$ cat src/rtl/seq_match_fifo.sv
// Match capture FIFO: buffers {mode, nibble} from the sequence detector for a valid/ready consumer.
// Optional match statistics counter enabled by defining SEQ_MATCH_FIFO_STATS_EN.
module seq_match_fifo #(
  parameter int DEPTH = 8,
  parameter int AW    = 3
) (
  input  logic          SYSCLK,
  input  logic          RST_B,
  input  logic          MATCH_VALID,
  input  logic [3:0]    MATCH_DATA,
  input  logic [1:0]    MODE,
  input  logic          RD_READY,
  input  logic          OVF_CLR,
`ifdef SEQ_MATCH_FIFO_STATS_EN
  input  logic          STATS_CLR,
  output logic [7:0]    MATCH_CNT,
`endif
  output logic          RD_VALID,
  output logic [5:0]    RD_DATA,
  output logic [AW:0]   FIFO_CNT,
  output logic          FULL,
  output logic          OVERFLOW
);

  localparam logic [AW:0] FULL_CNT = (AW+1)'(DEPTH);

  logic [5:0]    mem [DEPTH];
  logic [AW-1:0] wr_ptr;
  logic [AW-1:0] rd_ptr;
  logic [AW:0]   fifo_cnt;
  logic          overflow_q;

  logic          rd_valid;
  logic          full;
  logic          push_req;
  logic          push;
  logic          pop;
  logic          drop;

  assign rd_valid = (fifo_cnt != '0);
  assign full     = (fifo_cnt == FULL_CNT);
  // Mode 3 is the detector's idle mode; its matches are neither stored nor treated as lost.
  assign push_req = MATCH_VALID && (MODE != 2'b11);
  assign pop      = rd_valid && RD_READY;
  assign push     = push_req && (!full || pop);
  assign drop     = push_req && full && !pop;

  always_ff @(posedge SYSCLK) begin
    if (push) begin
      mem[wr_ptr] <= {MODE, MATCH_DATA};
    end
  end

  always_ff @(posedge SYSCLK or negedge RST_B) begin
    if (!RST_B) begin
      wr_ptr   <= '0;
      rd_ptr   <= '0;
      fifo_cnt <= '0;
    end else begin
      if (push) wr_ptr <= wr_ptr + 1'b1;
      if (pop)  rd_ptr <= rd_ptr + 1'b1;
      case ({push, pop})
        2'b10:   fifo_cnt <= fifo_cnt + 1'b1;
        2'b01:   fifo_cnt <= fifo_cnt - 1'b1;
        default: fifo_cnt <= fifo_cnt;
      endcase
    end
  end

  // A drop in the same cycle as a clear must remain visible, so set takes priority.
  always_ff @(posedge SYSCLK or negedge RST_B) begin
    if (!RST_B) begin
      overflow_q <= 1'b0;
    end else if (drop) begin
      overflow_q <= 1'b1;
    end else if (OVF_CLR) begin
      overflow_q <= 1'b0;
    end
  end

`ifdef SEQ_MATCH_FIFO_STATS_EN
  logic [7:0] match_cnt;

  always_ff @(posedge SYSCLK or negedge RST_B) begin
    if (!RST_B) begin
      match_cnt <= '0;
    end else if (STATS_CLR) begin
      match_cnt <= '0;
    end else if (push && (match_cnt != 8'hFF)) begin
      match_cnt <= match_cnt + 1'b1;
    end
  end

  assign MATCH_CNT = match_cnt;
`endif

  assign RD_VALID = rd_valid;
  assign RD_DATA  = rd_valid ? mem[rd_ptr] : 6'h00;
  assign FIFO_CNT = fifo_cnt;
  assign FULL     = full;
  assign OVERFLOW = overflow_q;

endmodule

$ cat config.mk
export PLATFORM = sky130hd
export DESIGN_NAME = seq_match_fifo
export DESIGN_NICKNAME = d
export VERILOG_FILES = /design/src/rtl/seq_match_fifo.sv
export SDC_FILE = /design/constraint.sdc
export NUM_CORES = 1
export LEC_CHECK = 0
export CAP_MARGIN = 20
export CORE_MARGIN = 2
export CORE_UTILIZATION = 35
export CTS_CLUSTER_DIAMETER = 100
export DETAILED_ROUTE_END_ITERATION = 8
export DONT_BUFFER_PORTS = 1
export RECOVER_POWER = 100
export SLEW_MARGIN = 20
export SYNTH_ARGS = -nofsm -noshare
export SYNTH_HDL_FRONTEND = slang
export SYNTH_SLANG_ARGS = --single-unit
export TNS_END_PERCENT = 100
$ cat constraint.sdc
create_clock -name SYSCLK -period 2.6 [get_ports SYSCLK]
set_clock_uncertainty 0.05 [all_clocks]
set_input_delay 0.65 -clock SYSCLK [delete_from_list [all_inputs] [get_ports SYSCLK]]
set_output_delay 0.65 -clock SYSCLK [all_outputs]
set_load 0.01 [all_outputs]
---- After elaboration in Yosys (flattened, before gate mapping) ----
Memory sizes are Yosys's and may differ from the RTL's.
Cells that the tools add are included.
operators by class
  add/sub/neg operators ................... 4
  equal/unequal tests ..................... 4
  mux-type cells .......................... 6
  reductions and logical operators ........ 11
operators by type and width
  kind                                                                number
  4-bit one-hot mux with 2 select lines                               1
  3-bit by 1-bit adder with 3-bit output, second input constant       2
  6-bit 2-to-1 mux                                                    1
  1-bit logical AND                                                   5
  4-bit by 1-bit adder with 4-bit output, second input constant       1
  4-bit == test, second input constant                                1
  1-bit 2-to-1 mux                                                    4
  2-bit nonzero test                                                  2
  4-bit nonzero test                                                  1
  4-bit by 1-bit subtractor with 4-bit output, second input constant  1
  2-bit by 1-bit == test with 1-bit output, second input constant     1
  2-bit == test, second input constant                                1
  1-bit logical NOT                                                   2
  2-bit inequality test, second input constant                        1
  1-bit logical OR                                                    1
word-level totals
  register bits after elaboration ......... 11
  bits in writable memories ............... 48
  input port bits ......................... 11
  output and inout bits ................... 13
  word-level logic and storage cells ...... 30
  memories kept ........................... 1
memories
  name  depth  width  read ports  clocked after memory_dff  wr ports  RTL line  text
  mem   8      6      1           0                         1         27        logic [5:0] mem [DEPTH];

---- Longest topological paths before layout ----
  depth after elaboration ................. 6
  mapped depth ............................ 11
  mapped depth without buffers ............ 11

---- Least setup slack after synthesis ----
OpenSTA, ideal clock, no wires.
  path kind ............................... register to register
  start point ............................. register fifo_cnt[2] (netlist: FIFO_CNT[2])
  end point ............................... register fifo_cnt[2] (netlist: FIFO_CNT[2])
  arrival time ............................ 2.278 ns
  required time ........................... 2.416 ns
  path slack .............................. 0.139 ns
  stages on the path, launching flop included .. 12
  period minus slack after synthesis ...... 2.461 ns
  path through ............................ dfrtp_1 -> nor4_4 -> inv_1 -> nand2_1 -> inv_1 -> ha_1 -> xor2_1 -> ha_1 -> a21oi_1 -> xor2_1 -> nor2_1 -> xor2_1
between the ends
  longest elaborated chain between the ends .. 6
  elaborated cells between the ends (all ways) .. 12
  those cells by class .................... add/sub: 2; eq/ne: 3; mux: 1; reduce/logical: 6
ends and longest elaborated chain
  what                                                                                RTL line  text
  from (decl)                                                                         30        logic [AW:0] fifo_cnt;
  from (signal assigned)                                                              63        2'b10: fifo_cnt <= fifo_cnt + 1'b1;
  from (signal assigned)                                                              64        2'b01: fifo_cnt <= fifo_cnt - 1'b1;
  from (signal assigned)                                                              65        default: fifo_cnt <= fifo_cnt;
  4-bit nonzero test *                                                                40        assign rd_valid = (fifo_cnt != '0);
  net RD_VALID                                                                        18        output logic RD_VALID,
  1-bit logical AND *                                                                 44        assign pop = rd_valid && RD_READY;
  net pop                                                                             37        logic pop;
  1-bit logical OR                                                                    45        assign push = push_req && (!full || pop);
  1-bit logical AND                                                                   45
  2-bit by 1-bit == test with 1-bit output / 2-bit == test (equally long branches)    62        case ({push, pop})
  4-bit one-hot mux with 2 select lines / 2-bit nonzero test (equally long branches)  n/a
Mark *: on every way through the listed nets, which the timed path passes. The rest lies on a longest branch.
A chain may end at the register's enable or synchronous reset.

---- Worst setup path after layout ----
  start point ............................. register rd_ptr[0]
  end point ............................... output port RD_DATA[5]
between the ends
  longest elaborated chain between the ends .. 2
ends and longest elaborated chain
  what                    RTL line  text
  from (decl)             29        logic [AW-1:0] rd_ptr;
  from (signal assigned)  61        if (pop) rd_ptr <= rd_ptr + 1'b1;
  memory 8 x 6 bit        n/a
  6-bit 2-to-1 mux        98        assign RD_DATA = rd_valid ? mem[rd_ptr] : 6'h00;
  to (decl)               19        output logic [5:0] RD_DATA,
Every way passes these cells.

==> reports/summary.txt <==
outcome: finished, final reports clean
VDD IR max: 0.292 mV
cell taking the most area after synthesis: edfxtp_1
Cell Area, Placed: 0.00276 mm^2
share of Yosys cell area claimed by the top area cell type: 57.9%
Hold Crit Class: in2reg
TritonCTS clock tree: yes
met1 usage: 15.9%
I/O Buffers: 0
Avg Synthesized Cell Area: 17.7 um^2
post-synth cell types: 29
setup_tns: 0 ns
final setup violating endpoints: 0
Site Rows: 30
pin count of the biggest net entering global routing: 15
main flop type after synthesis: edfxtp_1
WS Path Type: reg2out
Inst Count DP: 256
critical path launch point type: register
htree depth: 3
Total Routing Usage GR: 13.3%
antenna cells: 0
Fin. Hold Viols: 0
Post-synth ARST share: 18.6%
Filler Cells Inserted: 630
post-synth net total: 157
number of synthesized flops with an enable pin: 48
CP Data Required Time: 1.90 ns
fin. max-slew vios: 0
post-synth design cell area: 0.00249 mm^2
Worst Max-Slew Pin Slew: 0.636 ns
Max FO, Critical Path: 14
global-route wire length before repair: 7240 um
Initial Util: 36.5%
# DRC: 0
Synth Warn #: 0
minimum clock period: 2.49 ns
Top Ports: 24
average vias per placed instance: 4.81
static leakage: 0.00103 uW
initial antenna violation count: 0
share of layout cells above drive strength 1: 23.7%
HPWL Detailed: 3210 um
max cap viols: 0
die height: 88.4 um
DRT Pass-1 Iters: 4
Core Area: 0.00683 mm^2
Non-Filler Instances: 273
Nets: 188
Die ar.: 0.00781 mm^2
Post-CTS Setup Bufs: 0
Die Wd: 88.4 um
Worst-path clk slew: 0.07 ns
via count: 1,314
number of DRC markers in iteration 0: 86
Routed Antenna Nets: 0
max_slew headroom: 57.6%
CTS Buf Count: 9
Setup crit end kind: output pin
post-synthesis cell count: 141
Max Buffers Root-to-Sink: 2
vias in the first global route: 1,413
Clk Latency, worst-skew pair: 0.33 ns
GR peak layer: met2
routed wire length: 4660 um
PwrDens: 1090 mW/mm^2
#FFs+latches synth: 59
clock root buffer: clkbuf_8
grt ovf: 0
WP data arrival: 1.79 ns
routed length per placed instance: 17.1 um
area grow syn2layout: 17.5%
Seq/Total Area, Yosys: 68.9%
Finished Cell Area: 0.00293 mm^2
clk sinks: 59
top cells by area, synth: edfxtp_1, dfrtp_1, mux4_2
met2 Usage GRT: 20.9%
FMAX: 0.402 GHz
met3 Resource Use GR: 5.78%
Final Wtd Congestion: 0.872
Final Cycle Share: 95.7%
RSZ-0062 raised after global routing: no
## critical path, stage by stage, from the launching register on
cell and delay [ns]:
dfrtp_1 0.33, buf_4 0.29, mux4_2 0.54, mux2i_1 0.17
nor2_1 0.12
## final cells by class
class | instances | area, um^2 | share of cell area [%]
sequential | 59 | 1720 | 58.6
multi-input combinational | 73 | 736 | 25.1
clock buffer | 10 | 128 | 4.36
tap | 96 | 120 | 4.10
timing repair buffer | 23 | 115 | 3.93
clock inverter | 6 | 90.1 | 3.08
inverter | 6 | 22.5 | 0.769
## logic make-up after synthesis
kind of cell    Yosys count  synth area share [%]
flops                    59                  68.9
simple gates             32                  7.33
mux                      22                  15.2
buf+inv                   9                  1.51
xor+xnor                  8                  2.81
compound gates            6                  1.76
fa+ha+maj                 5                  2.51
## through the flow
stage | util (%) | hold slack [ns] | setup WS [ns] | total power (uW)
3_3_place_gp | 40.4 | 0.305 | 0.222 | 2330
4_1_cts | 43.8 | 0.340 | 0.0686 | 3280
3_5_place_dp | 40.4 | 0.305 | 0.122 | 2370
6_report | 42.9 | 0.356 | 0.111 | 3200
5_1_grt | 42.9 | 0.333 | 0.00624 | 3370
2_1_floorplan | - | 0.304 | 0.139 | 2070
## state kept, by name, indices dropped and copies added (netlist names)
register	count
rd_ptr	3
wr_ptr	3
mem	48
OVERFLOW	1
FIFO_CNT	4
## cell usage in the layout, fill, tap and decap left out
master and n:
edfxtp_1 48, clkbuf_1 17, nor2_1 15, mux4_2 12, dfrtp_1 11, clkbuf_8 9
mux2i_1 7, inv_1 6, buf_4 6, nand2_1 5, xor2_1 5, ha_1 4
xnor2_1 3, nand2b_1 2, nor3_1 2, mux2_2 2, o21ai_0 2, a21oi_1 2
bufinv_16 2, clkinv_4 2, or4b_4 1, nor4_4 1, a21boi_0 1, o21ai_4 1
or2_2 1, or2b_2 1, mux2_1 1, nand3_1 1, nand3b_1 1, and4bb_2 1
nor4bb_1 1, ha_2 1, clkinv_2 1, clkinvlp_4 1, dlygate4sd3_1 1
## metal layers
metal | wire, um | part of all wire, % | vias up
met5 | 0 | 0 | -
met4 | 70 | 1.5 | 0
met3 | 243 | 5.2 | 8
met2 | 2290 | 49 | 25
met1 | 2060 | 44 | 678
li1 | - | - | 603
## repair_timing
action / 4_1_cts / 5_1_grt
hold buffers: 1 / 0
setup endpoints to repair: 0 / 1
hold endpoints to repair: 11 / 0
resized for setup: 0 / 3
## cells in the mapped netlist, drive strengths merged, types with 2 or more instances
cell type and instances:
a21oi 2, buf 2, dfrtp 11, edfxtp 48, ha 5, inv 6
mux2 3, mux2i 7, mux4 12, nand2 5, nand2b 2, nor2 15
nor3 2, o21ai 3, xnor2 3, xor2 5
## power breakdown
group | switching (uW) | internal, uW | total, uW | leakage [uW]
logic | 447 | 455 | 901 | 0.000354
registers | 202 | 1180 | 1390 | 0.000566
clock network | 371 | 541 | 912 | 0.000106
total | 1020 | 2180 | 3200 | 0.00103
## worst paths after layout
| path | from | end | slack, ns | depth (start not counted) |
|---|---|---|---|---|
| max | rd_ptr[0]$_DFFE_PN0P_ | RD_DATA[5] | 0.11 | 4 |
| max in group asynchronous | RST_B | wr_ptr[1]$_DFFE_PN0P_ | 1.45 | 1 |
| min in group asynchronous | RST_B | FIFO_CNT[1]$_DFFE_PN0P_ | 0.68 | 1 |
| min | MATCH_DATA[1] | mem[5][1]$_DFFE_PP_ | 0.36 | 0 |
| max reg2reg | FIFO_CNT[2]$_DFFE_PN0P_ | FIFO_CNT[2]$_DFFE_PN0P_ | 0.14 | 9 |
| min reg2reg | wr_ptr[0]$_DFFE_PN0P_ | wr_ptr[0]$_DFFE_PN0P_ | 0.49 | 2 |
No activity file was read; power rests on OpenSTA's default activity.
